[src/rtl/instruction_decoder_queue.sv]
// Four-entry instruction queue that presents a one-hot decode of the head code.
// Define ILLEGAL_CODE_TRAP_EN to drop codes 8-15 at the input and raise a sticky err flag.
module instruction_decoder_queue (
  input  logic       clk,
  input  logic       rst,
  input  logic       in_valid,
  output logic       in_ready,
  input  logic [3:0] in_code,
  input  logic [2:0] in_sel,
  output logic       out_valid,
  input  logic       out_ready,
  output logic [7:0] out_instruction,
  output logic [2:0] out_select,
  output logic [2:0] count,
  output logic [7:0] issued_cnt,
  output logic       err
);

  logic [6:0] mem [4];
  logic [1:0] wr_ptr;
  logic [1:0] rd_ptr;
  logic       push;
  logic       enq;
  logic       pop;
  logic [3:0] head_code;
  logic [2:0] head_sel;

  function automatic logic [7:0] decode_onehot(input logic [3:0] code);
    decode_onehot = 8'h00;
    if (!code[3]) decode_onehot[code[2:0]] = 1'b1;
  endfunction

  // No bypass: a full queue refuses input even when the head leaves this cycle.
  assign in_ready  = (count != 3'd4);
  assign out_valid = (count != 3'd0);
  assign push      = in_valid && in_ready;
  assign pop       = out_valid && out_ready;

`ifdef ILLEGAL_CODE_TRAP_EN
  assign enq = push && !in_code[3];

  always_ff @(posedge clk) begin
    if (rst)
      err <= 1'b0;
    else if (push && in_code[3])
      err <= 1'b1;
  end
`else
  assign enq = push;
  assign err = 1'b0;
`endif

  assign {head_code, head_sel} = mem[rd_ptr];
  assign out_instruction = out_valid ? decode_onehot(head_code) : 8'h00;
  assign out_select      = out_valid ? head_sel : 3'd0;

  // Storage holds data only; validity is tracked entirely by count and the pointers.
  always_ff @(posedge clk) begin
    if (enq) mem[wr_ptr] <= {in_code, in_sel};
  end

  always_ff @(posedge clk) begin
    if (rst) begin
      wr_ptr     <= 2'd0;
      rd_ptr     <= 2'd0;
      count      <= 3'd0;
      issued_cnt <= 8'd0;
    end else begin
      if (enq) wr_ptr <= wr_ptr + 2'd1;
      if (pop) begin
        rd_ptr     <= rd_ptr + 2'd1;
        issued_cnt <= issued_cnt + 8'd1;
      end
      case ({enq, pop})
        2'b10:   count <= count + 3'd1;
        2'b01:   count <= count - 3'd1;
        default: count <= count;
      endcase
    end
  end

endmodule

[config.mk]
export PLATFORM = sky130hd
export DESIGN_NAME = instruction_decoder_queue
export DESIGN_NICKNAME = d
export VERILOG_FILES = /design/src/rtl/instruction_decoder_queue.sv
export SDC_FILE = /design/constraint.sdc
export NUM_CORES = 1
export LEC_CHECK = 0
export CORE_MARGIN = 2
export CORE_UTILIZATION = 56
export DETAILED_ROUTE_END_ITERATION = 8
export PLACE_DENSITY = 0.84
export SLEW_MARGIN = 20
export SYNTH_ARGS = -nofsm -noshare
export SYNTH_HDL_FRONTEND = slang
export SYNTH_SLANG_ARGS = --single-unit
[constraint.sdc]
create_clock -name clk -period 6.05 [get_ports clk]
set_input_delay 1.21 -clock clk [delete_from_list [all_inputs] [get_ports clk]]
set_output_delay 1.21 -clock clk [all_outputs]
set_load 0.02 [all_outputs]
==> impl_metrics.json, run 1 <==
{
  "n_fill_cell": 274,
  "grt_pass1_wl_um": 6180,
  "whs_ns": 0.494,
  "firstDrtPassIters": 4,
  "ys_ff_latch": 45,
  "die_x_um": 65.4,
  "grt_overflow": 0,
  "finalNonFillerCells": 248,
  "fin_skew_ns": 0.00585,
  "leakage_uw": 0.000862,
  "tns_ns": 0,
  "wl_per_cell_um": 14.9,
  "cts_setup_buffers": 0,
  "grt_use_total_pct": 19.7,
  "min_path_type": "reg2reg",
  "hold_viol": 0,
  "synthArstFlopShare_pct": 0,
  "final_common_cell": "clkdlybuf4s50_1",
  "rows": 22,
  "path_clk_slew_ns": 0.07,
  "reg2reg_slack_ns": 3.57,
  "relSlewSlack_pct": 58.1,
  "status": "finished clean",
  "final_nets": 217,
  "synth_area_leaders": "edfxtp_1 (40%), dfxtp_1 (16%), mux4_2 (8.5%), ha_1 (3.6%), nand2b_1 (3.6%)",
  "vias_per_cell": 5.72,
  "startpoint_type": "flop",
  "htreeDepth": 2,
  "holdBufCountCts": 0,
  "crit_chain": "or3b_2, o311a_1, nor4_1, clkdlybuf4s50_1",
  "area_delta_synth_final_pct": 21.2,
  "grt_max_degree": 17,
  "cp.depth": 4,
  "worstPathRequired_ns": 4.84,
  "fmaxAchievable_mhz": 263,
  "clkLatencyLatePin_ns": 0.30,
  "switchingPower_uw": 296,
  "wl_um": 3690,
  "yosysTopAreaCellShare_pct": 39.9,
  "clock_path_buffers": 2,
  "seq_area_frac_synth_pct": 56.0,
  "power_report.internal_total_uw": 594,
  "synthesis.area_sq_um": 2110,
  "syn_area_per_cell_sq_um": 12.8,
  "gp_congestion": 0.745,
  "total_power_uw": 890,
  "core_area_sq_um": 3630,
  "swShare_pct": 33.3,
  "slowest_stage": "dfxtp_1",
  "antenna_found_initial": 0,
  "clock_sink_count": 45,
  "synth_cell_type_count": 41,
  "tightestPinTransition_ns": 0.628,
  "dp_slack_ns": 2.57,
  "min_path_cells": 2,
  "cts_root_buffer": "clkbuf_8",
  "finalCritPeriodShare_pct": 62.9,
  "arrival_ns": 2.60,
  "die_height_um": 65.4,
  "setup_slack_ns": 2.24,
  "path_buf_inv": 1,
  "antenna_cells": 0,
  "route.detailed.drc": 0,
  "grt_pass1_vias": 1402,
  "dieArea_sq_um": 4270,
  "crit_path_max_fanout": 12,
  "pwr-share-comb_pct": 33.6,
  "maxSlewViolCount": 0,
  "port_buffers": 34,
  "initialDrtViolationCount": 60,
  "place_inst": 240,
  "slowest_delay_ns": 0.73,
  "vias": 1419,
  "cp_top_family": "simple AND/OR/NAND/NOR gates",
  "cellPowerDensity_nw_per_um2": 348,
  "drv_cap": 0,
  "criticalPathCategory": "reg2out",
  "dp_hpwl_um": 2690,
  "cts_tree": "yes",
  "pwr-share-seq_pct": 47.2,
  "drive_above_1_share_pct": 14.0,
  "clock_power_share_pct": 19.3,
  "cts_buffers": 5,
  "synth_ff_type": "edfxtp_1",
  "synth-edff-count": 28,
  "yosysWarnings": 0,
  "cp-end-kind": "output pin",
  "final_cell_mix": "clkdlybuf4s50_1 (34), edfxtp_1 (28), dfxtp_1 (17)",
  "pin_count": 36,
  "synth_nets": 183,
  "setup_viol": 0,
  "cts_resized": 0,
  "rsz0062_at_grt": "no",
  "ant_nets": 0,
  "irDropWorstVdd_mv": 0.206,
  "synthCells": 165,
  "start_util_pct": 58.1,
  "final.min_clock_period_ns": 3.81,
  "yosysTopAreaCell": "edfxtp_1",
  "reg2reg_depth": 7
}
[metal layers]
metal  track usage [%]  share of wire [%]  up-vias
li1                  -                  -      679
met1              21.9                 39      692
met2              34.6                 53       38
met3              4.62                4.6       10
met4              11.5                2.5        0
met5                 0                  0        -
[flip-flops by register name (all words and copies together), names as in the netlist, named ones only]
register and flops:
mem 28, issued_cnt 8, count 3, rd_ptr 2, wr_ptr 2
[kinds of logic (layout without fill, tap and decap cells)]
| logic type | count (synthesis) | after routing | share of synthesized area, % |
|---|---|---|---|
| other cells | 1 | 1 | 0.178 |
| xor+xnor | 6 | 6 | 2.49 |
| simple gates | 62 | 62 | 16.8 |
| fa+ha+maj | 7 | 7 | 4.51 |
| mux | 10 | 10 | 9.49 |
| compound gates | 22 | 22 | 7.77 |
| buf+inv | 12 | 47 | 2.79 |
| flops | 45 | 45 | 56.0 |
[power by group through the flow]
stage	Clock, uW	Sequential, uW	Combinational [uW]
final	172	420	299
after global routing	186	429	325
after CTS	175	420	302
after detailed placement	0	427	300
after global placement	0	424	289
after floorplan	0	414	200
[cells in the mapped netlist (4+ instances only)]
| cell type | number |
|---|---|
| o21ai_0 | 4 |
| xor2_1 | 5 |
| nor3_1 | 8 |
| ha_1 | 6 |
| nand2_1 | 7 |
| nor2_1 | 9 |
| dfxtp_1 | 17 |
| a21oi_1 | 8 |
| edfxtp_1 | 28 |
| nand2b_1 | 12 |
| and3_2 | 4 |
| inv_1 | 4 |
| mux4_2 | 8 |
[metrics by stage]
stage | instance area, sq um | util [%]
after detailed placement | 2470 | 68.1
after floorplan | 2110 | -
after CTS | 2560 | 70.4
final | 2560 | 70.4
after global routing | 2560 | 70.4
after global placement | 2470 | 68.1
[worst paths after layout]
path,from,to
setup / recovery,flop,out_instruction[4]
hold / removal,issued_cnt[7],issued_cnt[7]
setup reg to reg,count[0],count[2]
hold reg to reg,issued_cnt[7],issued_cnt[7]
[layout make-up]
class,instances,area (sq um),area share (%)
tap,48,60.1,2.35
sequential,45,1180,46.2
clock buffer,6,72.6,2.84
inverter,4,15.0,0.587
timing repair buffer,35,348,13.6
clock inverter,2,10.0,0.392
multi-input combinational,108,870,34.0
[worst register-to-register path, cell delays in order (launching register included)]
cell and delay [ns]:
dfxtp_1 0.44, o31ai_2 0.51, inv_1 0.10, ha_1 0.24
fa_1 0.39, xnor2_1 0.15, or3_2 0.42, a21oi_1 0.15
Note: power is estimated with default switching activity, not from simulation.
==> run 2, diff against run 1 <==
CORE_UTILIZATION = 47   (was 56)
PLACE_DENSITY = 0.75   (was 0.84)
clock period = 3.2 ns   (was 6.05 ns; I/O delays follow)
==> impl_metrics.json, run 2 (synthesis results as in run 1) <==
{
  "postLayoutCellArea_sq_um": 2600,
  "cellPowerDensity_nw_per_um2": 686,
  "leakage_uw": 0.000875,
  "grt_pass1_wl_um": 6650,
  "largest_register_ffs": 28,
  "cp-endpoint": "out_instruction[4]",
  "wl_per_cell_um": 15.3,
  "fmaxAchievable_mhz": 341,
  "htreeDepth": 2,
  "reg2reg_slack_ns": 0.67,
  "cts_tree": "yes",
  "dp_hpwl_um": 2920,
  "arrival_ns": 2.30,
  "die_x_um": 71.0,
  "final_common_cell": "clkdlybuf4s50_1",
  "whs_ns": 0.498,
  "tightestPinTransition_ns": 0.612,
  "finalCritPeriodShare_pct": 91.8,
  "path_clk_slew_ns": 0.08,
  "holdBufCountCts": 0,
  "drive_above_1_share_pct": 15.4,
  "crit_path_max_fanout": 10,
  "top_register": "mem",
  "pin_count": 36,
  "die_height_um": 71.0,
  "grt_max_degree": 17,
  "tns_ns": 0,
  "vias_per_cell": 5.47,
  "rows": 24,
  "drv_cap": 0,
  "firstDrtPassIters": 4,
  "port_buffers": 34,
  "setup_viol": 0,
  "cts_buffers": 5,
  "place_area_sq_um": 2490,
  "grt_use_total_pct": 17.2,
  "initialDrtViolationCount": 79,
  "worstPathRequired_ns": 2.56,
  "fin_skew_ns": 0.00444,
  "area_delta_synth_final_pct": 23.2,
  "clock_path_buffers": 2,
  "clock_sink_count": 45,
  "gp_congestion": 0.882,
  "reg2reg_depth": 7,
  "dieArea_sq_um": 5040,
  "antenna_cells": 0,
  "irDropWorstVdd_mv": 0.359,
  "min_path_type": "reg2reg",
  "clkLatencyLatePin_ns": 0.29,
  "r2r-start": "count[0]",
  "rsz0062_at_grt": "no",
  "cp-end-kind": "output pin",
  "route.detailed.drc": 0,
  "core_area_sq_um": 4320,
  "antenna_found_initial": 0,
  "final_cell_mix": "clkdlybuf4s50_1 (34), edfxtp_1 (28), dfxtp_1 (15)",
  "vias": 1384,
  "total_power_uw": 1780,
  "grt_pass1_vias": 1364,
  "grt_overflow": 0,
  "ant_nets": 0,
  "cts_setup_buffers": 0,
  "relSlewSlack_pct": 58.7,
  "maxSlewViolCount": 0,
  "criticalPathCategory": "reg2out",
  "n_fill_cell": 363,
  "start_util_pct": 48.8,
  "hold_viol": 0,
  "wl_um": 3870,
  "final.min_clock_period_ns": 2.94,
  "largestRegisters": "mem: 28 flops, issued_cnt: 8 flops, count: 3 flops",
  "r2r_end": "count[2]",
  "final_nets": 218,
  "startpoint_type": "flop",
  "cts_root_buffer": "clkbuf_8",
  "status": "finished clean"
}
run 2: changes by cell type in the layout (fill, tap and decap cells not counted):
cell	delta
clkinv_1	+1
clkinvlp_4	+1
dfxtp_2	+2
clkinv_2	-2
buf_4	+1
dfxtp_1	-2
clkbuf_1	-1
bufinv_16	+1
run 2: final cells by class:
| type | count | area (sq um) | area share, % |
|---|---|---|---|
| tap | 52 | 65.1 | 2.50 |
| clock inverter | 3 | 41.3 | 1.59 |
| sequential | 45 | 1180 | 45.5 |
| timing repair buffer | 36 | 355 | 13.7 |
| clock buffer | 5 | 68.8 | 2.65 |
| inverter | 4 | 15.0 | 0.578 |
| multi-input combinational | 108 | 870 | 33.5 |
run 2: critical path: stages, from the launching register on:
cell             delay (ns)
dfxtp_2                0.47
mux4_2                 0.59
nor4_1                 0.29
clkdlybuf4s50_1        0.65
run 2: stage by stage:
step	setup WS, ns	cells	utilization (%)
final	0.263	253	60.1
after global routing	0.0687	253	60.1
after CTS	0.0622	253	60.0
after detailed placement	0.367	245	57.5
after global placement	0.453	245	57.5
after floorplan	0.800	165	-
run 2: worst min path at each step:
| stage | from | to | slack [ns] | depth (start not counted) |
|---|---|---|---|---|
| detailed placement | issued_cnt[5] | issued_cnt[5] | 0.49 | 2 |
| global route | issued_cnt[5] | issued_cnt[5] | 0.54 | 2 |
| CTS | issued_cnt[5] | issued_cnt[5] | 0.50 | 2 |
| global placement | issued_cnt[7] | issued_cnt[7] | 0.46 | 2 |
| floorplan | rd_ptr[1] | flop | 0.48 | 2 |
| finish | issued_cnt[5] | issued_cnt[5] | 0.50 | 2 |
run 2: power by group:
group / internal [uW] / total, uW / switching [uW] / leakage, uW
sequential: 689 / 788 / 99.2 / 0.000396
combinational: 292 / 584 / 292 / 0.000427
clock: 230 / 411 / 181 / 0.0000518
run 2: what timing repair did:
item	in CTS	in global routing
setup endpoints to repair	0	4
endpoints found under the hold margin	0	0
gates resized for setup	0	2
run 2: routing by layer:
metal	wire [um]	vias up	track usage [%]
met1	1680	665	21.4
met5	0	-	0
li1	-	680	-
met4	56	0	5.66
met2	1960	33	28.7
met3	168	6	5.13
